### src/rtl/serial_pattern_feeder_if.sv
// Load-side handshake for the serial pattern feeder.
// The upstream word source is the master and the feeder is the slave.
interface serial_pattern_feeder_if #(
  parameter int WIDTH = 8
);
  logic             load_valid;
  logic [WIDTH-1:0] load_data;
  logic             load_ready;

  modport master (output load_valid, output load_data, input load_ready);
  modport slave  (input load_valid, input load_data, output load_ready);
endinterface

### src/rtl/serial_pattern_feeder.sv
// Parallel-to-serial front end for the sequence detector.
// Serialises one word per frame, with stall control, frame strobes and a frame counter.
module serial_pattern_feeder #(
  parameter int WIDTH     = 8,
  parameter bit MSB_FIRST = 1'b1,
  parameter int CNT_W     = 8
) (
  input  logic                    clk,
  input  logic                    rst,
  serial_pattern_feeder_if.slave  load,
  input  logic                    bit_en,
  output logic                    ser_out,
  output logic                    ser_valid,
  output logic                    frame_start,
  output logic                    frame_done,
  output logic                    busy,
  output logic [CNT_W-1:0]        frames_sent
);

  localparam int CW = (WIDTH > 1) ? $clog2(WIDTH) : 1;

  typedef enum logic [0:0] {
    ST_IDLE  = 1'b0,
    ST_SHIFT = 1'b1
  } state_t;

  state_t           state_r, state_s;
  logic [WIDTH-1:0] shreg_r, shreg_s;
  logic [CW-1:0]    cnt_r, cnt_s;
  logic             frame_start_r, frame_start_s;
  logic             frame_done_r, frame_done_s;
  logic [CNT_W-1:0] frames_r, frames_s;
  logic             last_bit_s;

  // Moves the next bit to the output end; vacated positions fill with 0 so IDLE drives 0.
  function automatic logic [WIDTH-1:0] shift_toward_out(input logic [WIDTH-1:0] s);
    logic [WIDTH-1:0] r;
    if (MSB_FIRST) begin
      r = {s[WIDTH-2:0], 1'b0};
    end else begin
      r = {1'b0, s[WIDTH-1:1]};
    end
    return r;
  endfunction

  assign last_bit_s      = (cnt_r == {CW{1'b0}});
  assign load.load_ready = (state_r == ST_IDLE) || (last_bit_s && bit_en);

  assign ser_out     = MSB_FIRST ? shreg_r[WIDTH-1] : shreg_r[0];
  assign ser_valid   = (state_r == ST_SHIFT);
  assign busy        = (state_r == ST_SHIFT);
  assign frame_start = frame_start_r;
  assign frame_done  = frame_done_r;
  assign frames_sent = frames_r;

  // Next-state logic: load, shift, stall and back-to-back reload.
  always_comb begin
    state_s       = state_r;
    shreg_s       = shreg_r;
    cnt_s         = cnt_r;
    frame_start_s = 1'b0;
    frame_done_s  = 1'b0;
    frames_s      = frames_r;
    case (state_r)
      ST_IDLE: begin
        if (load.load_valid) begin
          shreg_s       = load.load_data;
          cnt_s         = CW'(WIDTH - 1);
          state_s       = ST_SHIFT;
          frame_start_s = 1'b1;
        end else begin
          state_s = ST_IDLE;
        end
      end
      ST_SHIFT: begin
        if (!bit_en) begin
          state_s = ST_SHIFT;
        end else if (!last_bit_s) begin
          shreg_s = shift_toward_out(shreg_r);
          cnt_s   = cnt_r - CW'(1);
        end else begin
          frame_done_s = 1'b1;
          frames_s     = frames_r + CNT_W'(1);
          if (load.load_valid) begin
            shreg_s       = load.load_data;
            cnt_s         = CW'(WIDTH - 1);
            frame_start_s = 1'b1;
          end else begin
            shreg_s = shift_toward_out(shreg_r);
            state_s = ST_IDLE;
          end
        end
      end
      default: begin
        state_s = ST_IDLE;
        shreg_s = {WIDTH{1'b0}};
        cnt_s   = {CW{1'b0}};
      end
    endcase
  end

  // State and output registers; reset aborts any frame in flight.
  always_ff @(posedge clk) begin
    if (rst) begin
      state_r       <= ST_IDLE;
      shreg_r       <= {WIDTH{1'b0}};
      cnt_r         <= {CW{1'b0}};
      frame_start_r <= 1'b0;
      frame_done_r  <= 1'b0;
      frames_r      <= {CNT_W{1'b0}};
    end else begin
      state_r       <= state_s;
      shreg_r       <= shreg_s;
      cnt_r         <= cnt_s;
      frame_start_r <= frame_start_s;
      frame_done_r  <= frame_done_s;
      frames_r      <= frames_s;
    end
  end

endmodule

### src/flat_wrapper.sv
// flat-port wrapper written by rule: the top's interface ports become plain ports
module serial_pattern_feeder_flat 
#(
  parameter int WIDTH     = 8,
  parameter bit MSB_FIRST = 1'b1,
  parameter int CNT_W     = 8
)
  (clk, rst, bit_en, ser_out, ser_valid, frame_start, frame_done, busy, frames_sent, load_load_valid, load_load_data, load_load_ready);
  serial_pattern_feeder_if #(.WIDTH(WIDTH)) load_i ();
  input  logic clk;
  input  logic rst;
  input  logic bit_en;
  output logic ser_out;
  output logic ser_valid;
  output logic frame_start;
  output logic frame_done;
  output logic busy;
  output logic [CNT_W-1:0] frames_sent;
  input wire logic [$bits(load_i.load_valid)-1:0] load_load_valid;
  input wire logic [$bits(load_i.load_data)-1:0] load_load_data;
  output wire logic [$bits(load_i.load_ready)-1:0] load_load_ready;
  assign load_i.load_valid = load_load_valid;
  assign load_i.load_data = load_load_data;
  assign load_load_ready = load_i.load_ready;
  serial_pattern_feeder #(.WIDTH(WIDTH), .MSB_FIRST(MSB_FIRST), .CNT_W(CNT_W)) u_core (.clk(clk), .rst(rst), .load(load_i), .bit_en(bit_en), .ser_out(ser_out), .ser_valid(ser_valid), .frame_start(frame_start), .frame_done(frame_done), .busy(busy), .frames_sent(frames_sent));
endmodule
### config.mk
export PLATFORM = sky130hd
export DESIGN_NAME = serial_pattern_feeder_flat
export DESIGN_NICKNAME = d
export VERILOG_FILES = /design/src/rtl/serial_pattern_feeder_if.sv /design/src/rtl/serial_pattern_feeder.sv /design/src/flat_wrapper.sv
export SDC_FILE = /design/constraint.sdc
export NUM_CORES = 1
export LEC_CHECK = 0
export CORE_ASPECT_RATIO = 0.75
export CORE_MARGIN = 4
export CORE_UTILIZATION = 50
export CTS_BUF_LIST = sky130_fd_sc_hd__clkbuf_2
export DETAILED_ROUTE_END_ITERATION = 10
export PLACE_DENSITY = 0.81
export SLEW_MARGIN = 20
export SYNTH_ARGS = -nofsm -noshare
export SYNTH_HDL_FRONTEND = slang
export SYNTH_SLANG_ARGS = --single-unit
### constraint.sdc
create_clock -name clk -period 2.1 [get_ports clk]
set_clock_uncertainty 0.15 [all_clocks]
set_input_delay 0.42 -clock clk [delete_from_list [all_inputs] [get_ports clk]]
set_output_delay 0.42 -clock clk [all_outputs]
set_load 0.05 [all_outputs]
==> out/metrics.cfg <==
[layout]
antenna_cells = 0
fin_cells = 177
drive_above_1_share_pct = 18.95
final_util_pct = 71.61
num-nets-final = 169
areaGrowthSynthToFinish_pct = 36.29

[die]
start_util_pct = 52.55
die_y_um = 47.85
core-area_um2 = 2014
num_rows = 14
dieArea_um2 = 2925
die_x_um = 61.13
pin_count = 26

[logic_synthesis]
synth-xor-area-share_pct = 0.8274
synth_common_cells = dfxtp_1 (22), nor2_1 (14), o21ai_0 (12)
synthFlopType = dfxtp_1
synthTopCellsByArea = dfxtp_1 (42%), a311oi_1 (6.6%), o21ai_0 (5.7%)
synth_compound_area_share_pct = 22.70
synth_cells = 123
synth.distinct_cells = 31
yosysMostFrequentCell = dfxtp_1
synth_mux_area_share_pct = 2.955
netlist_area_um2 = 1059
synth_largest_area_cell = dfxtp_1
async_flop_share_pct = 0
synth_warnings = 0
synthAdderAreaFrac_pct = 3.546
seq_area_frac_synth_pct = 41.61
synth-edff-count = 0
avgSynthCellArea_um2 = 8.606
synth_top_area_share_pct = 41.61
ys_seq_elements = 22
synth-simple-area-share_pct = 22.10
synth.net_count = 138
synth_top_family_by_area = compound AO/OA/AOI/OAI gates

[sta]
tns_ns = 0
period_needed_ns = 1.985
fmax_mhz = 503.8
fin_crit_sh_pct = 94.51
worstMarginPinSlew_ns = 0.5045
slew_violations = 0
hold_violations = 0
setup_viol = 0
relSlewSlack_pct = 66.31
rsz0062_at_grt = no

[critical_path]
cp_cell_sequence = clkdlybuf4s50_1 > nand3b_1 > nand2_2 > buf_12
crit_path_start_kind = input pin
cp.required_ns = 1.53
path_class = in -> out
cp_max_fo = 5
cp.buffers_inverters = 2
cp.arrival_ns = 1.41
critPathMaxStageDelay_ns = 0.58
slowest_stage = clkdlybuf4s50_1
crit_family = buffers and inverters
end_kind = output pin

[placement]
io_buffers = 25
place_inst = 173
hpwlAfterDp_um = 1850
gp_congestion = 0.8063

[cts]
cts_setup_buffers = 0
cts_max_level = 1
clk_latency_ns = 0.32
numCtsBuffers = 3
cts_sinks = 22
clockBufferDepth = 2
cts-root-buf = clkbuf_2
clk_pin_slew_ns = 0.21
tritoncts = yes
hold_buffers = 0

[global_route]
grt_max_degree = 18
grt_pass1_vias = 891
grt_pass1_wl_um = 3919
antenna_found_initial = 0
grt_use_total_pct = 18.19
overflow = 0

[pwr]
vdd_drop_max_mv = 0.6812
power_density_nw_per_um2 = 680.7
p_leak_nw = 0.6141
total_power_w = 0.0009820

[route]
ant_nets = 0
drc = 0
vias_per_cell = 5.808
num_vias = 1028
wl_per_cell_um = 14.21
initialDrtViolationCount = 27
routed_wl_um = 2515
drtPass1Iterations = 4

[worst_hold_path]
min_path_type = reg -> reg

[status]
outcome = complete, no violations

[flow_run]
drv_cap = 0

where the power goes:
group	leakage, nW	switching [W]	internal (W)	total [W]
sequential	0.181	0.0000211	0.000444	0.000465
clock	0.0266	0.000127	0.000164	0.000291
combinational	0.407	0.000122	0.000105	0.000226
total	0.614	0.000269	0.000713	0.000982
stage by stage:
| step | instance area (µm²) | worst slack, ns | hold slack (ns) |
|---|---|---|---|
| after CTS | 1423 | 0.004597 | 0.3552 |
| after global placement | 1378 | 0.03701 | 0.3194 |
| after detailed placement | 1378 | -0.06292 | 0.3329 |
| after floorplan | 1061 | 0.09293 | 0.3036 |
| after global routing | 1443 | 0.02450 | 0.3893 |
| final | 1443 | 0.1152 | 0.3544 |
final timing paths:
check / slack, ns / cells past startpoint / to / start
max: 0.12 / 4 / load_load_ready / bit_en
min: 0.35 / 2 / u_core.shreg_r[2] / u_core.shreg_r[1]
max reg2reg: 0.30 / 4 / u_core.frames_sent[3] / u_core.busy
min reg2reg: 0.35 / 2 / u_core.shreg_r[2] / u_core.shreg_r[1]
registers in the layout (all words and copies together) (netlist names):
signal and count:
u_core.frame_start 1, u_core.busy 1, u_core.frame_done 1, u_core.shreg_r 8, u_core.cnt_r 3, u_core.frames_sent 8
final cells by class:
cell class / instances / area (µm²)
tap: 24 / 30.03
clock inverter: 1 / 30.03
multi-input combinational: 87 / 566.8
sequential: 22 / 441.7
clock buffer: 3 / 15.01
inverter: 6 / 22.52
timing repair buffer: 34 / 336.6
fill: 147 / 571.8
metal layers:
metal	share of wire [%]	GRT usage [%]	vias to the layer above
met4	0.56	5.195	0
li1	-	-	514
met3	5.6	6.739	2
met1	44	22.19	491
met2	50	30.38	21
met5	0	0	-
worst min-delay path, cell delays in order, from the launching register on:
cell	delay, ns
dfxtp_1	0.36
nand3_1	0.06
a311oi_1	0.08
logic make-up after synthesis:
| family | count (synthesis) |
|---|---|
| xor gates and xnor gates | 1 |
| buffers and inverters | 14 |
| DFF | 22 |
| muxes | 3 |
| and+or+nand+nor | 43 |
| adders and majority gates | 3 |
| AOI/OAI and AO/OA | 37 |
cell usage in the layout (no fill, tap or decap), drive strengths merged, types with 2 or more instances in the layout:
master         instances
dfxtp                 22
buf                   19
nor2                  14
o21ai                 12
clkdlybuf4s50         11
nand3                 10
a21oi                  9
a311oi                 8
inv                    6
o31ai                  3
or4                    3
or3                    3
clkbuf                 3
dlymetal6s2s           3
nand2                  3
ha                     3
nand3b                 2
nand4                  2
a211oi                 2
and3b                  2
mux2i                  2
timing repair:
item                       CTS  global route
setup endpoints to repair    2             4
resized for setup            2             5
cloned                       0             0
pin swaps                    0             0
Power figures use the tool's default switching activity.
